[config.mk]
export PLATFORM = sky130hd
export DESIGN_NAME = result_fifo_to_bram_packer
export DESIGN_NICKNAME = d
export VERILOG_FILES = /design/src/rtl/result_fifo_to_bram_packer.sv
export SDC_FILE = /design/constraint.sdc
export NUM_CORES = 1
export LEC_CHECK = 0
export CAP_MARGIN = 20
export CORE_AREA = 2 2 158 160
export DETAILED_ROUTE_END_ITERATION = 7
export DIE_AREA = 0 0 160 162
export PLACE_DENSITY_LB_ADDON = 0.1
export SKIP_LAST_GASP = 1
export SLEW_MARGIN = 20
export SYNTH_ARGS = -nofsm -noshare
export SYNTH_HDL_FRONTEND = slang
export SYNTH_SLANG_ARGS = --single-unit
[constraint.sdc]
create_clock -name i_clk -period 9.6 [get_ports i_clk]
set_input_delay 1.92 -clock i_clk [delete_from_list [all_inputs] [get_ports i_clk]]
set_output_delay 1.92 -clock i_clk [all_outputs]
set_load 0.005 [all_outputs]
[src/rtl/result_fifo_to_bram_packer.sv]
// Drains a show-ahead result FIFO and packs RESULT_W-bit results into
// LINE_W-bit BRAM lines. Each result is written into its own slot with byte
// strobes, so writing one slot never touches the others. The producer pointer
// is compared against the host read pointer for full/almost-full
// backpressure. A soft clear restarts a run without a reset.
module result_fifo_to_bram_packer #(
    parameter int RESULT_W           = 16,
    parameter int LINE_W             = 256,
    parameter int DEPTH              = 512,
    parameter int ALMOST_FULL_MARGIN = 64,
    localparam int SLOTS = LINE_W / RESULT_W,
    localparam int CAP   = DEPTH * SLOTS,
    localparam int PTR_W = $clog2(CAP),
    localparam int AW    = $clog2(DEPTH),
    localparam int SW    = $clog2(SLOTS)
) (
    input  logic                  i_clk,
    input  logic                  i_reset_n,
    input  logic [RESULT_W-1:0]   i_fifo_rdata,
    input  logic                  i_fifo_empty,
    output logic                  o_fifo_ren,
    input  logic                  i_clear,
    input  logic [PTR_W-1:0]      i_rd_ptr,
    output logic                  o_bram_wr_en,
    output logic [AW-1:0]         o_bram_wr_addr,
    output logic [LINE_W-1:0]     o_bram_wr_data,
    output logic [LINE_W/8-1:0]   o_bram_wr_strobe,
    output logic [PTR_W-1:0]      o_wr_ptr,
    output logic [PTR_W:0]        o_used_entries,
    output logic                  o_empty,
    output logic                  o_full,
    output logic                  o_almost_full,
    output logic [RESULT_W-1:0]   o_last_result,
    output logic [31:0]           o_result_count
);

    localparam int BPR = RESULT_W / 8;   // bytes per result
    localparam int NB  = LINE_W / 8;     // bytes per line
    localparam logic [PTR_W:0] CAP_M1   = (PTR_W+1)'(CAP - 1);
    localparam logic [31:0]    MARGIN_U = ALMOST_FULL_MARGIN;

    typedef enum logic {
        RUN   = 1'b0,
        CLEAR = 1'b1
    } state_t;

    state_t state_reg;
    state_t state_next;
    logic   pop;

    logic                wr_en_reg;
    logic [AW-1:0]       wr_addr_reg;
    logic [LINE_W-1:0]   wr_data_reg;
    logic [NB-1:0]       wr_strobe_reg;
    logic [NB-1:0]       strobe_next;
    logic [PTR_W-1:0]    wr_ptr_reg;
    logic [RESULT_W-1:0] last_result_reg;
    logic [31:0]         result_count_reg;

    logic [PTR_W-1:0]    used_mod;
    logic [PTR_W:0]      used_entries;
    logic [PTR_W:0]      free_entries;
    logic                full;
    logic [SW-1:0]       slot;

    // Occupancy: pointer difference wraps naturally because CAP is a power of two;
    // one entry stays reserved so full means CAP-1 used.
    assign used_mod     = wr_ptr_reg - i_rd_ptr;
    assign used_entries = {1'b0, used_mod};
    assign free_entries = CAP_M1 - used_entries;
    assign full         = (used_entries == CAP_M1);

    assign slot = wr_ptr_reg[SW-1:0];

    // One byte-lane group per slot; only the group selected by the pointer is enabled.
    generate
        for (genvar gi = 0; gi < SLOTS; gi++) begin : g_strobe
            assign strobe_next[gi*BPR +: BPR] = (slot == SW'(gi)) ? {BPR{1'b1}} : {BPR{1'b0}};
        end
    endgenerate

    // State register: RUN / CLEAR.
    always_ff @(posedge i_clk or negedge i_reset_n) begin
        if (!i_reset_n) begin
            state_reg <= RUN;
        end else begin
            state_reg <= state_next;
        end
    end

    // Next state and pop strobe; a clear wins over a pop, and nothing pops in reset.
    always_comb begin
        state_next = state_reg;
        pop        = 1'b0;
        if (i_clear) begin
            state_next = CLEAR;
        end else begin
            state_next = RUN;
        end
        pop = (state_reg == RUN) && !i_clear && !i_fifo_empty && !full && i_reset_n;
    end

    // Write pipeline: register the popped result as a strobed line write one cycle later.
    always_ff @(posedge i_clk or negedge i_reset_n) begin
        if (!i_reset_n) begin
            wr_en_reg        <= 1'b0;
            wr_addr_reg      <= '0;
            wr_data_reg      <= '0;
            wr_strobe_reg    <= '0;
            wr_ptr_reg       <= '0;
            last_result_reg  <= '0;
            result_count_reg <= '0;
        end else if (i_clear) begin
            wr_en_reg        <= 1'b0;
            wr_ptr_reg       <= '0;
            last_result_reg  <= '0;
            result_count_reg <= '0;
        end else begin
            wr_en_reg <= pop;
            if (pop) begin
                wr_addr_reg     <= wr_ptr_reg[PTR_W-1:SW];
                wr_strobe_reg   <= strobe_next;
                wr_data_reg     <= {SLOTS{i_fifo_rdata}};
                wr_ptr_reg      <= wr_ptr_reg + 1'b1;
                last_result_reg <= i_fifo_rdata;
                if (result_count_reg != 32'hFFFF_FFFF) begin
                    result_count_reg <= result_count_reg + 32'd1;
                end
            end
        end
    end

    assign o_fifo_ren       = pop;
    assign o_bram_wr_en     = wr_en_reg;
    assign o_bram_wr_addr   = wr_addr_reg;
    assign o_bram_wr_data   = wr_data_reg;
    assign o_bram_wr_strobe = wr_strobe_reg;
    assign o_wr_ptr         = wr_ptr_reg;
    assign o_used_entries   = used_entries;
    assign o_empty          = (used_entries == '0);
    assign o_full           = full;
    assign o_almost_full    = (32'(free_entries) <= MARGIN_U);
    assign o_last_result    = last_result_reg;
    assign o_result_count   = result_count_reg;

endmodule

==> results.rst, run 1 <==
.. list-table::
   :header-rows: 1

   * - Metric
     - Value
   * - Shortest clock period the worst path allows after layout
     - roughly 7100 ps
   * - Buffers inserted by post-CTS timing repair
     - 0
   * - Number of core rows
     - 57
   * - Filler Cell Count
     - 2,405
   * - Via count
     - around 6,200
   * - Number of instances resized during post-cts repair
     - 0
   * - Count of unresolved DRC violations after routing
     - 0
   * - Register share of total power
     - approximately 34%
   * - Sw Ratio
     - between 20 and 30%
   * - Least-Margin Pin Slew
     - roughly 830 ps
   * - Maximum number of pins on one net before global-route repair
     - around 70
   * - Kind of start point of the critical path
     - input port
   * - Number of antenna repair diodes
     - 0
   * - Required time worst endpoint
     - around 7700 ps
   * - Final GP Congestion
     - 0.795
   * - Critical Path Fanout Max
     - 6
   * - Number of pins with negative max-slew slack in the final report
     - 0
   * - Final layout net count
     - around 1,000
   * - Number of antenna violations at the first check in global routing
     - 2
   * - Number of levels the H-tree was split into
     - 3
   * - Synthesized instance count
     - around 860
   * - Net switching power
     - around 0.45 mW
   * - Number of global-route vias before repair
     - approximately 5,700
   * - Standard cell core area
     - 0.0241 sq mm
   * - Average cell area after synthesis
     - 9.04 sq um
   * - Worst vdd rail ir drop
     - about 82 uV
   * - Half-perimeter wire length of the detailed placement result
     - roughly 18 mm
   * - Tightest Hold Check Type
     - reg -> reg
   * - Fin crit share
     - approximately three quarters
   * - Critical-path cell list
     - clkdlybuf4s50_1, inv_1, ha_1, a21o_2, a21oi_2, nand2_1, o311a_1, or4_1, nor4_1, clkdlybuf4s50_1
   * - LEAKAGE
     - about 4.2 nW
   * - Initial cell density of the core
     - between 30% and 40%
   * - Top FF cell, synth
     - sky130_fd_sc_hd__dfrtp_1
   * - Unrepaired setup endpoints after global routing
     - false
   * - FF+latch count, synth
     - approximately 100
   * - Count of clock tree sinks
     - 104
   * - Fraction of layout cells with a size suffix above 1
     - a little under 7%
   * - Number of enable-type register cells in the synthesized netlist
     - 0
   * - Sequential element share of the synthesized area
     - roughly 34%
   * - Die width
     - between 150 and 200 um
   * - Biggest cell delay along the critical path
     - 560 ps
   * - Number of failing setup endpoints in the final timing report
     - 0
   * - Worst setup timing slack at the placement stage
     - ~2500 ps
   * - Via count normalized by instance count
     - roughly 4.7
   * - Mapped Nets
     - slightly above 900
   * - Status
     - finished, final reports clean
   * - Global-route wire length before repair
     - about 35 mm
   * - Total die area
     - 0.0259 sq mm
   * - Clock slew seen by the registers of the worst setup and hold paths
     - roughly 80 ps
   * - Clk pwr share
     - ~25%
   * - Final-layout worst hold slack
     - 498 ps
   * - Max FFs per register
     - 32
   * - Async set or reset register ratio after synthesis
     - 100%
   * - Clock buffer count from CTS
     - 9
   * - Mapped Area
     - slightly below 0.008 sq mm
   * - Summed negative setup slack over all endpoints
     - 0 ps
   * - Tot Pwr
     - between 1.5 and 2 mW
   * - Worst skew pair latency
     - around 360 ps
   * - Post-layout worst setup margin
     - roughly 2500 ps
   * - Peak clock frequency supported by timing
     - between 100 and 150 MHz
   * - Vert. Die Dim
     - around 160 um
   * - Number of synthesis warnings
     - 0
   * - Starting DRC count in detailed routing
     - around 300
   * - Critical Path AT
     - about 5200 ps
   * - Overall overflow remaining after global route
     - 0
   * - Cell variety after synth
     - 69
   * - Length of the first detailed-routing pass in iterations
     - 4
   * - GR Util All Layers
     - between 10% and 20%
   * - Cell repeated most along the worst path
     - sky130_fd_sc_hd__clkdlybuf4s50_1
   * - Number of input and output port buffers inserted
     - between 400 and 500
   * - Critical path endpoint category
     - primary output
   * - Signed area change from the synthesized netlist to the final layout
     - 35.1%
   * - Root Buffer Master
     - sky130_fd_sc_hd__clkbuf_16
   * - Largest delay share family, worst path
     - buffers and inverters
   * - Number of buffers on the longest clock path
     - 2
   * - Final wirelength
     - between 20 and 25 mm
   * - Average routed wire per standard cell
     - between 15 and 20 um
   * - Number of hold-slack violations in the final timing report
     - 0
   * - Worst Path Class, Setup
     - in -> out
   * - Worst path bufs/invs
     - 3
   * - Number of antenna-violating nets in the routed design
     - 0
   * - Count of pins on the block boundary
     - 410
   * - Total power density per cell area
     - around 150 mW/mm^2
   * - Internal Pwr Total
     - about 1.1 mW
   * - TritonCTS clock tree
     - done
   * - Number of max-cap violations
     - 0
   * - Final setup skew
     - around 18 ps
   * - Relative slew slack
     - between 40% and 50%
   * - Combinational Power Share
     - ~40%
   * - Slowest-stage cell, CP
     - sky130_fd_sc_hd__clkdlybuf4s50_1
   * - Hold buffers post-CTS
     - 0
## worst register-to-register path, stage by stage, from the launching register on
cell and delay [ps]:
sky130_fd_sc_hd__dfrtp_1 430, sky130_fd_sc_hd__inv_1 160, sky130_fd_sc_hd__ha_1 240, sky130_fd_sc_hd__fa_1 410
sky130_fd_sc_hd__nor2b_1 230, sky130_fd_sc_hd__o2111ai_1 160, sky130_fd_sc_hd__nand2_1 180, sky130_fd_sc_hd__xor2_1 280
sky130_fd_sc_hd__nand4_1 380, sky130_fd_sc_hd__o31ai_4 310, sky130_fd_sc_hd__buf_4 660, sky130_fd_sc_hd__nor4_1 210
sky130_fd_sc_hd__mux2_1 340
## cells by family (layout without fill, tap and decap cells)
| group | Yosys count | after routing | synth area share [%] |
|---|---|---|---|
| AO/OA/AOI/OAI | 124 | 124 | 11.6 |
| AND/OR/NAND/NOR | 231 | 231 | 15.5 |
| XOR/XNOR | 7 | 7 | 0.789 |
| flip-flops | 104 | 104 | 33.5 |
| other | 1 | 1 | 0.0483 |
| multiplexers | 50 | 50 | 6.98 |
| adder cells (fa/ha/maj) | 18 | 18 | 3.00 |
| buffers and inverters | 324 | 464 | 28.7 |
## Yosys cell counts (all sizes together) (2+ instances only)
| cell type | n | share of area [%] |
|---|---|---|
| xor2 | 3 | 0.34 |
| a31oi | 3 | 0.43 |
| buf | 274 | 26 |
| a21oi | 28 | 1.9 |
| o2111ai | 2 | 0.31 |
| nor3 | 12 | 0.84 |
| or3 | 12 | 1.0 |
| nand4 | 11 | 1.1 |
| mux2 | 33 | 4.8 |
| o31ai | 14 | 1.7 |
| mux2i | 17 | 2.2 |
| a21o | 4 | 0.40 |
| nand2 | 62 | 3.0 |
| or2 | 4 | 0.32 |
| dfrtp | 104 | 34 |
| xnor2 | 4 | 0.45 |
| o311ai | 5 | 0.79 |
| nor4 | 14 | 1.1 |
| nor2b | 13 | 1.0 |
| nor3b | 4 | 0.39 |
| o21ai | 36 | 2.3 |
| clkbuf | 15 | 0.72 |
| inv | 35 | 1.7 |
| nor2 | 43 | 2.1 |
| o211ai | 2 | 0.19 |
| and4 | 4 | 0.45 |
| o21a | 4 | 0.39 |
| ha | 17 | 2.7 |
| or4 | 14 | 1.4 |
| nand3 | 24 | 1.5 |
| o31a | 4 | 0.45 |
| o311a | 2 | 0.26 |
| and3 | 6 | 0.48 |
| o41ai | 4 | 0.45 |
| and2 | 6 | 0.48 |
| a211oi | 4 | 0.45 |
## area by class of cell
type                            instances  area, sq um  share of cell area [%]
Multi-Input combinational cell        431         2940                    28.0
Inverter                               35          131                    1.25
Timing Repair Buffer                  413         4110                    39.2
Clock buffer                            9          225                    2.15
Sequential cell                       104         2600                    24.8
Tap cell                              324          405                    3.86
Clock inverter                          7         80.1                   0.763
## per-layer routing
| layer | global-route usage (%) | vias up | share of wire, % |
|---|---|---|---|
| li1 | - | 2972 | - |
| met2 | 31.1 | 199 | 53 |
| met4 | 2.62 | 4 | 0.53 |
| met3 | 5.26 | 11 | 6.7 |
| met5 | 0 | - | 0.13 |
| met1 | 21.1 | 2971 | 40 |
## power groups by stage
stage	Sequential [mW]	Combinational [mW]	Clock (mW)
global route	0.545	0.667	0.417
floorplan	0.526	0.409	0
global placement	0.543	0.645	0
detailed placement	0.545	0.641	0
CTS	0.536	0.642	0.401
finish	0.532	0.631	0.383
## path summary, 6_finish.rpt
path                                                         to  slack (ps)                           from  cells past startpoint
max in group asynchronous       o_bram_wr_data[254]$_DFFE_PN0P_        6830                      i_reset_n                      2
worst min-delay path              o_bram_wr_addr[4]$_DFFE_PN0P_         500  o_bram_wr_addr[4]$_DFFE_PN0P_                      2
min in group asynchronous         o_bram_wr_addr[0]$_DFFE_PN0P_        1620                      i_reset_n                      1
worst max-delay path                                    o_empty        2520                    i_rd_ptr[4]                     10
worst max register to register   o_result_count[23]$_DFFE_PN0P_        5500        o_wr_ptr[0]$_DFFE_PN0P_                     12
worst min register to register    o_bram_wr_addr[4]$_DFFE_PN0P_         500  o_bram_wr_addr[4]$_DFFE_PN0P_                      2
## cells in the final DEF (no fill, tap or decap), types with 17 or more instances in the layout
cell,count
sky130_fd_sc_hd__nand2_1,61
sky130_fd_sc_hd__ha_1,17
sky130_fd_sc_hd__clkdlybuf4s50_1,406
sky130_fd_sc_hd__nor2_1,43
sky130_fd_sc_hd__a21oi_1,27
sky130_fd_sc_hd__mux2_2,27
sky130_fd_sc_hd__o21ai_0,33
sky130_fd_sc_hd__nand3_1,24
sky130_fd_sc_hd__dfrtp_1,104
sky130_fd_sc_hd__mux2i_1,17
sky130_fd_sc_hd__inv_1,35
## per-stage QoR
| stage | std cells | instance area [sq um] | utilization, % |
|---|---|---|---|
| final | 1323 | 10500 | 43.5 |
| after detailed placement | 1307 | 10200 | 42.3 |
| after global routing | 1323 | 10500 | 43.5 |
| after CTS | 1323 | 10500 | 43.5 |
| after floorplan | 859 | 7770 | - |
| after global placement | 1307 | 10200 | 42.3 |
Power figures use the tool's default switching activity.
==> inputs of run 2 (changes only) <==
CORE_AREA = 2 2 157 159   (was 2 2 158 160)
DIE_AREA = 0 0 159 161   (was 0 0 160 162)
clock period = 5.8 ns   (was 9.6 ns; I/O delays follow)
==> run 2 against run 1 <==
Clock skew decreased by 4.0 ps. Sequential share of layout area decreased by 0.11 points. Non-clock buffer count increased by 4.
==> results.rst, run 2 (same netlist as run 1, synthesis figures left out) <==
.. list-table::
   :header-rows: 1

   * - Metric
     - Value
   * - Signed area change from the synthesized netlist to the final layout
     - 35.7%
   * - Number of levels the H-tree was split into
     - 3 (unchanged)
   * - Total die area
     - 0.0256 sq mm (-1.2%)
   * - Clock buffer count from CTS
     - 9 (unchanged)
   * - Required time worst endpoint
     - 4640 ps (-3040 ps)
   * - Initial cell density of the core
     - 32.4% (+0.19 points)
   * - Unrepaired setup endpoints after global routing
     - false
   * - Maximum number of pins on one net before global-route repair
     - 68 (unchanged)
   * - Kind of start point of the critical path
     - input port
   * - Filler-free cell count of the finished design
     - 1,327 (+0.30%)
   * - GR Util All Layers
     - 17.4% (-0.037 points)
   * - Root Buffer Master
     - sky130_fd_sc_hd__clkbuf_16
   * - Number of instances resized during post-cts repair
     - 0 (unchanged)
   * - Worst setup timing slack at the placement stage
     - 203 ps (-2300 ps)
   * - Starting DRC count in detailed routing
     - 255 (-16%)
   * - Final Util
     - 44.0% (+0.46 points)
   * - Max FFs per register
     - 32 (unchanged)
   * - Number of antenna violations at the first check in global routing
     - 0 (-2)
   * - Worst skew pair latency
     - 360 ps (about the same)
   * - Most common cell after layout, fill and taps aside
     - sky130_fd_sc_hd__clkdlybuf4s50_1
   * - Number of max-cap violations
     - 0 (unchanged)
   * - Number of core rows
     - 57 (unchanged)
   * - Post-route standard cell area excluding fillers
     - 0.0105 sq mm (+0.45%)
   * - Final setup skew
     - 14.1 ps (-3.99 ps)
   * - LEAKAGE
     - 4.25 nW (+0.62%)
   * - Count of pins on the block boundary
     - 410 (unchanged)
   * - Via count normalized by instance count
     - 4.61 (-1.0%)
   * - Number of hold-slack violations in the final timing report
     - 0 (unchanged)
   * - Final layout net count
     - 1,049 (+0.38%)
   * - Number of antenna-violating nets in the routed design
     - 0 (unchanged)
   * - Overall overflow remaining after global route
     - 0 (unchanged)
   * - Final wirelength
     - 23.2 mm (-1.6%)
   * - Setup slack of the most critical reg-to-reg path
     - 1720 ps (-3780 ps)
   * - Vert. Die Dim
     - 161 um (-0.62%)
   * - Highest-count cells in the layout ignoring fill and taps
     - sky130_fd_sc_hd__clkdlybuf4s50_1, sky130_fd_sc_hd__dfrtp_1, sky130_fd_sc_hd__nand2_1
   * - Hold buffers post-CTS
     - 0 (unchanged)
   * - Shortest clock period the worst path allows after layout
     - about 5600 ps
   * - Clock slew seen by the registers of the worst setup and hold paths
     - 80 ps (about the same)
   * - Number of pins with negative max-slew slack in the final report
     - 0 (unchanged)
   * - Number of antenna repair diodes
     - 0 (unchanged)
   * - Final GP Congestion
     - 0.787 (-0.98%)
   * - Post-layout worst setup margin
     - 244 ps (-2270 ps)
   * - Number of buffers on the longest clock path
     - 2 (unchanged)
   * - Worst Path Class, Setup
     - in -> out
   * - Peak clock frequency supported by timing
     - about 180 MHz
   * - Via count
     - 6,111 (-0.75%)
   * - Critical path endpoint category
     - primary output
   * - Worst vdd rail ir drop
     - 130 uV (+58%)
   * - Number of global-route vias before repair
     - 5,812 (+1.7%)
   * - Total power density per cell area
     - 242 mW/mm^2 (+64%)
   * - Critical Path Fanout Max
     - 5 (-1)
   * - Relative slew slack
     - 46.8% (+2.4 points)
   * - Tightest Hold Check Type
     - reg -> reg
   * - Number of cells after detailed placement
     - 1,311 (+0.31%)
   * - Critical Path AT
     - 4400 ps (-760 ps)
   * - Count of unresolved DRC violations after routing
     - 0 (unchanged)
   * - Least-Margin Pin Slew
     - 796 ps (-36.4 ps)
   * - Fraction of layout cells with a size suffix above 1
     - 7.18% (+0.37 points)
   * - Status
     - finished, final reports clean
   * - Half-perimeter wire length of the detailed placement result
     - 17.4 mm (-1.6%)
   * - Count of clock tree sinks
     - 104 (unchanged)
   * - Number of input and output port buffers inserted
     - 408 (unchanged)
   * - Placed standard-cell area
     - 0.0102 sq mm (+0.42%)
   * - Length of the first detailed-routing pass in iterations
     - 4 (unchanged)
   * - Summed negative setup slack over all endpoints
     - 0 ps (unchanged)
   * - Number of failing setup endpoints in the final timing report
     - 0 (unchanged)
   * - Global-route wire length before repair
     - 35.5 mm (about the same)
   * - Die width
     - 159 um (-0.63%)
   * - TritonCTS clock tree
     - done
   * - Standard cell core area
     - 0.0240 sq mm (-0.59%)
   * - Fin crit share
     - a little over nine tenths
   * - Buffers inserted by post-CTS timing repair
     - 0 (unchanged)
   * - Average routed wire per standard cell
     - 17.5 um (-1.9%)
-- run 2: cell count changes in the layout (fill, tap and decap cells not counted) --
cell,change
sky130_fd_sc_hd__inv_6,-1
sky130_fd_sc_hd__clkinv_8,+1
sky130_fd_sc_hd__buf_12,+1
sky130_fd_sc_hd__clkinv_4,+1
sky130_fd_sc_hd__inv_8,-1
sky130_fd_sc_hd__buf_4,+3
-- run 2: where the power goes --
group / internal (mW) / switching (mW) / total [mW]
combinational: 0.743 / 0.303 / 1.05
sequential: 0.759 / 0.120 / 0.879
clock: 0.308 / 0.317 / 0.625
total: 1.81 / 0.740 / 2.55
-- run 2: worst paths after layout --
check / from / endpoint / cells after the start
setup / recovery: i_rd_ptr[0] / o_fifo_ren / 11
hold / removal: o_bram_wr_addr[4]$_DFFE_PN0P_ / o_bram_wr_addr[4]$_DFFE_PN0P_ / 2
setup reg to reg: o_wr_ptr[0]$_DFFE_PN0P_ / o_bram_wr_addr[5]$_DFFE_PN0P_ / 11
hold reg to reg: o_bram_wr_addr[4]$_DFFE_PN0P_ / o_bram_wr_addr[4]$_DFFE_PN0P_ / 2
max in group asynchronous: i_reset_n / o_bram_wr_data[254]$_DFFE_PN0P_ / 3
min in group asynchronous: i_reset_n / o_result_count[9]$_DFFE_PN0P_ / 2
-- run 2: final cells by class --
cell class,count,area (sq um)
Multi-Input combinational cell,431,2940
Fill cell,2388,13400
Sequential cell,104,2600
Inverter,35,131
Tap cell,324,405
Clock inverter,7,85.1
Timing Repair Buffer,417,4160
Clock buffer,9,225
-- run 2: per-stage QoR --
| step | hold slack, ps | power, mW |
|---|---|---|
| global route | 515 | 2.68 |
| CTS | 502 | 2.60 |
| global placement | 474 | 1.96 |
| floorplan | 473 | 1.55 |
| finish | 506 | 2.55 |
| detailed placement | 484 | 1.96 |
-- run 2: layer usage --
layer	wire length (um)	vias to the layer above	GRT usage, %	share of wire (%)
met5	0	-	0	0
met4	248	0	3.26	1.1
met3	1300	13	4.16	5.6
met2	11900	190	31.4	52
met1	9700	2930	21.2	42
li1	-	2978	-	-
-- run 2: worst max-delay path: stages --
cell                              delay [ps]
sky130_fd_sc_hd__clkdlybuf4s50_1         400
sky130_fd_sc_hd__ha_1                    220
sky130_fd_sc_hd__fa_1                    410
sky130_fd_sc_hd__nor2b_1                 220
sky130_fd_sc_hd__o2111ai_1               160
sky130_fd_sc_hd__nand2_1                 190
sky130_fd_sc_hd__xor2_1                  280
sky130_fd_sc_hd__nand4_1                 390
sky130_fd_sc_hd__o31ai_4                 400
sky130_fd_sc_hd__inv_1                    60
sky130_fd_sc_hd__clkdlybuf4s50_1         490
==> inputs of run 3 (changes only) <==
PLACE_DENSITY = 0.78   (was default)
PLACE_DENSITY_LB_ADDON = default   (was 0.1)
==> run 3 against run 2 <==
Wire length shrank 2.1%. Total power shrank 1.0%. Utilization shrank 0.12 points. Non-clock buffer count grew 1. Critical path type unchanged. Critical endpoint unchanged.
==> results.rst, run 3 (same netlist as run 1, synthesis figures left out) <==
.. list-table::
   :header-rows: 1

   * - Metric
     - Value
   * - TritonCTS clock tree
     - done
   * - Number of antenna violations at the first check in global routing
     - 1 (+1)
   * - Standard cell core area
     - 0.0240 sq mm (unchanged)
   * - Final-layout worst hold slack
     - 504 ps (-1.22 ps)
   * - Root Buffer Master
     - sky130_fd_sc_hd__clkbuf_16
   * - Vert. Die Dim
     - 161 um (unchanged)
   * - Final setup skew
     - 13.1 ps (-1.01 ps)
   * - Total power density per cell area
     - 240 mW/mm^2 (-0.74%)
   * - Count of unresolved DRC violations after routing
     - 0 (unchanged)
   * - Number of hold-slack violations in the final timing report
     - 0 (unchanged)
   * - Number of input and output port buffers inserted
     - 408 (unchanged)
   * - Clock slew seen by the registers of the worst setup and hold paths
     - 70 ps (about the same)
   * - Signed area change from the synthesized netlist to the final layout
     - 35.4%
   * - Count of clock tree sinks
     - 104 (unchanged)
   * - Setup slack of the most critical reg-to-reg path
     - 1630 ps (-90 ps)
   * - Total die area
     - 0.0256 sq mm (unchanged)
   * - Shortest clock period the worst path allows after layout
     - 5580 ps (+19.1 ps)
   * - Critical Path Fanout Max
     - 5 (unchanged)
   * - Most common cell after layout, fill and taps aside
     - sky130_fd_sc_hd__clkdlybuf4s50_1
   * - Maximum number of pins on one net before global-route repair
     - 68 (unchanged)
   * - Number of failing setup endpoints in the final timing report
     - 0 (unchanged)
   * - Half-perimeter wire length of the detailed placement result
     - 17.2 mm (-1.4%)
   * - Peak clock frequency supported by timing
     - 179 MHz (-0.34%)
   * - Tightest Hold Check Type
     - reg -> reg
   * - Post-route standard cell area excluding fillers
     - 0.0105 sq mm (-0.27%)
   * - Global-route wire length before repair
     - 34.5 mm (-2.5%)
   * - Status
     - finished, final reports clean
   * - Count of pins on the block boundary
     - 410 (unchanged)
   * - Via count
     - 6,283 (+2.8%)
   * - Number of max-cap violations
     - 0 (unchanged)
   * - Worst Path Class, Setup
     - in -> out
   * - Number of cells after detailed placement
     - 1,312 (+0.076%)
   * - Unrepaired setup endpoints after global routing
     - true
   * - Overall overflow remaining after global route
     - 0 (unchanged)
   * - Number of global-route vias before repair
     - 5,846 (+0.58%)
   * - Number of levels the H-tree was split into
     - 3 (unchanged)
   * - Kind of start point of the critical path
     - input port
   * - Worst skew pair latency
     - 350 ps (about the same)
   * - Fin crit share
     - 96.1% (+0.33 points)
   * - Number of pins with negative max-slew slack in the final report
     - 0 (unchanged)
   * - Required time worst endpoint
     - 4640 ps (about the same)
   * - Final layout net count
     - 1,050 (+0.095%)
   * - Clock buffer count from CTS
     - 9 (unchanged)
   * - Hold buffers post-CTS
     - 0 (unchanged)
   * - Relative slew slack
     - 43.6% (-3.2 points)
   * - Die width
     - 159 um (unchanged)
   * - Worst vdd rail ir drop
     - 111 uV (-15%)
   * - Number of instances resized during post-cts repair
     - 0 (unchanged)
   * - LEAKAGE
     - 4.24 nW (-0.43%)
   * - Final wirelength
     - 22.7 mm (-2.1%)
   * - Highest-count cells in the layout ignoring fill and taps
     - sky130_fd_sc_hd__clkdlybuf4s50_1, sky130_fd_sc_hd__dfrtp_1, sky130_fd_sc_hd__nand2_1
   * - Final GP Congestion
     - 0.856 (+8.8%)
   * - Filler-free cell count of the finished design
     - 1,328 (+0.075%)
   * - Number of buffers on the longest clock path
     - 2 (unchanged)
   * - Critical Path AT
     - 4420 ps (+20 ps)
   * - Length of the first detailed-routing pass in iterations
     - 5 (+1)
   * - Fraction of layout cells with a size suffix above 1
     - 7.28% (+0.10 points)
   * - Max FFs per register
     - 32 (unchanged)
   * - Filler Cell Count
     - 2,306 (-3.4%)
   * - Buffers inserted by post-CTS timing repair
     - 0 (unchanged)
   * - GR Util All Layers
     - 16.8% (-0.55 points)
   * - Initial cell density of the core
     - 32.4% (unchanged)
   * - Number of antenna-violating nets in the routed design
     - 0 (unchanged)
   * - Placed standard-cell area
     - 0.0102 sq mm (about the same)
   * - Number of core rows
     - 57 (unchanged)
   * - Starting DRC count in detailed routing
     - 353 (+38%)
   * - Critical path endpoint category
     - primary output
   * - Via count normalized by instance count
     - 4.73 (+2.7%)
   * - Summed negative setup slack over all endpoints
     - 0 ps (unchanged)
   * - Least-Margin Pin Slew
     - 845 ps (+49.6 ps)
   * - Average routed wire per standard cell
     - 17.1 um (-2.2%)
[run 3: metal layers]
| metal | track usage [%] | wire length [um] | part of all wire, % | up-vias |
|---|---|---|---|---|
| met1 | 20.9 | 9620 | 42 | 3066 |
| met4 | 4.42 | 373 | 1.6 | 0 |
| met5 | 0 | 0 | 0 | - |
| li1 | - | - | - | 2974 |
| met3 | 3.52 | 1230 | 5.4 | 18 |
| met2 | 29.8 | 11500 | 51 | 225 |
[run 3: worst max-delay path, cell delays in order]
cell                              delay (ps)
sky130_fd_sc_hd__clkdlybuf4s50_1         400
sky130_fd_sc_hd__ha_1                    220
sky130_fd_sc_hd__fa_1                    400
sky130_fd_sc_hd__nor2b_1                 250
sky130_fd_sc_hd__o2111ai_1               160
sky130_fd_sc_hd__nand2_1                 170
sky130_fd_sc_hd__xor2_1                  280
sky130_fd_sc_hd__nand4_1                 390
sky130_fd_sc_hd__o31ai_4                 400
sky130_fd_sc_hd__inv_1                    80
sky130_fd_sc_hd__clkdlybuf4s50_1         480
[run 3: layout make-up]
class                           count  area, sq um  area share [%]
Clock inverter                      6         52.6           0.500
Tap cell                          324          405            3.86
Inverter                           35          131            1.25
Multi-Input combinational cell    431         2940            28.0
Timing Repair Buffer              418         4150            39.5
Antenna cell                        1         2.50          0.0238
Sequential cell                   104         2600            24.8
Clock buffer                        9          225            2.14
[run 3: power breakdown]
| group | leakage (nW) | switching, mW | internal, mW |
|---|---|---|---|
| combinational | 2.70 | 0.303 | 0.743 |
| clock | 0.130 | 0.299 | 0.296 |
| sequential | 1.41 | 0.125 | 0.759 |
| total | 4.24 | 0.727 | 1.80 |
[run 3: through the flow]
stage | setup WS (ps) | util (%) | total power, mW
final | 225 | 43.9 | 2.52
after detailed placement | 196 | 42.7 | 1.96
after floorplan | 1020 | - | 1.55
after CTS | 178 | 43.8 | 2.57
after global routing | -14.8 | 43.9 | 2.65
after global placement | 275 | 42.7 | 1.94
[run 3: worst paths after layout]
check / startpoint / to / cells past startpoint
max in group asynchronous: i_reset_n / o_bram_wr_data[243]$_DFFE_PN0P_ / 2
max reg2reg: o_wr_ptr[0]$_DFFE_PN0P_ / o_bram_wr_data[254]$_DFFE_PN0P_ / 11
min: o_bram_wr_addr[6]$_DFFE_PN0P_ / o_bram_wr_addr[6]$_DFFE_PN0P_ / 1
max: i_rd_ptr[0] / o_fifo_ren / 11
min in group asynchronous: i_reset_n / o_wr_ptr[3]$_DFFE_PN0P_ / 1
min reg2reg: o_bram_wr_addr[6]$_DFFE_PN0P_ / o_bram_wr_addr[6]$_DFFE_PN0P_ / 1
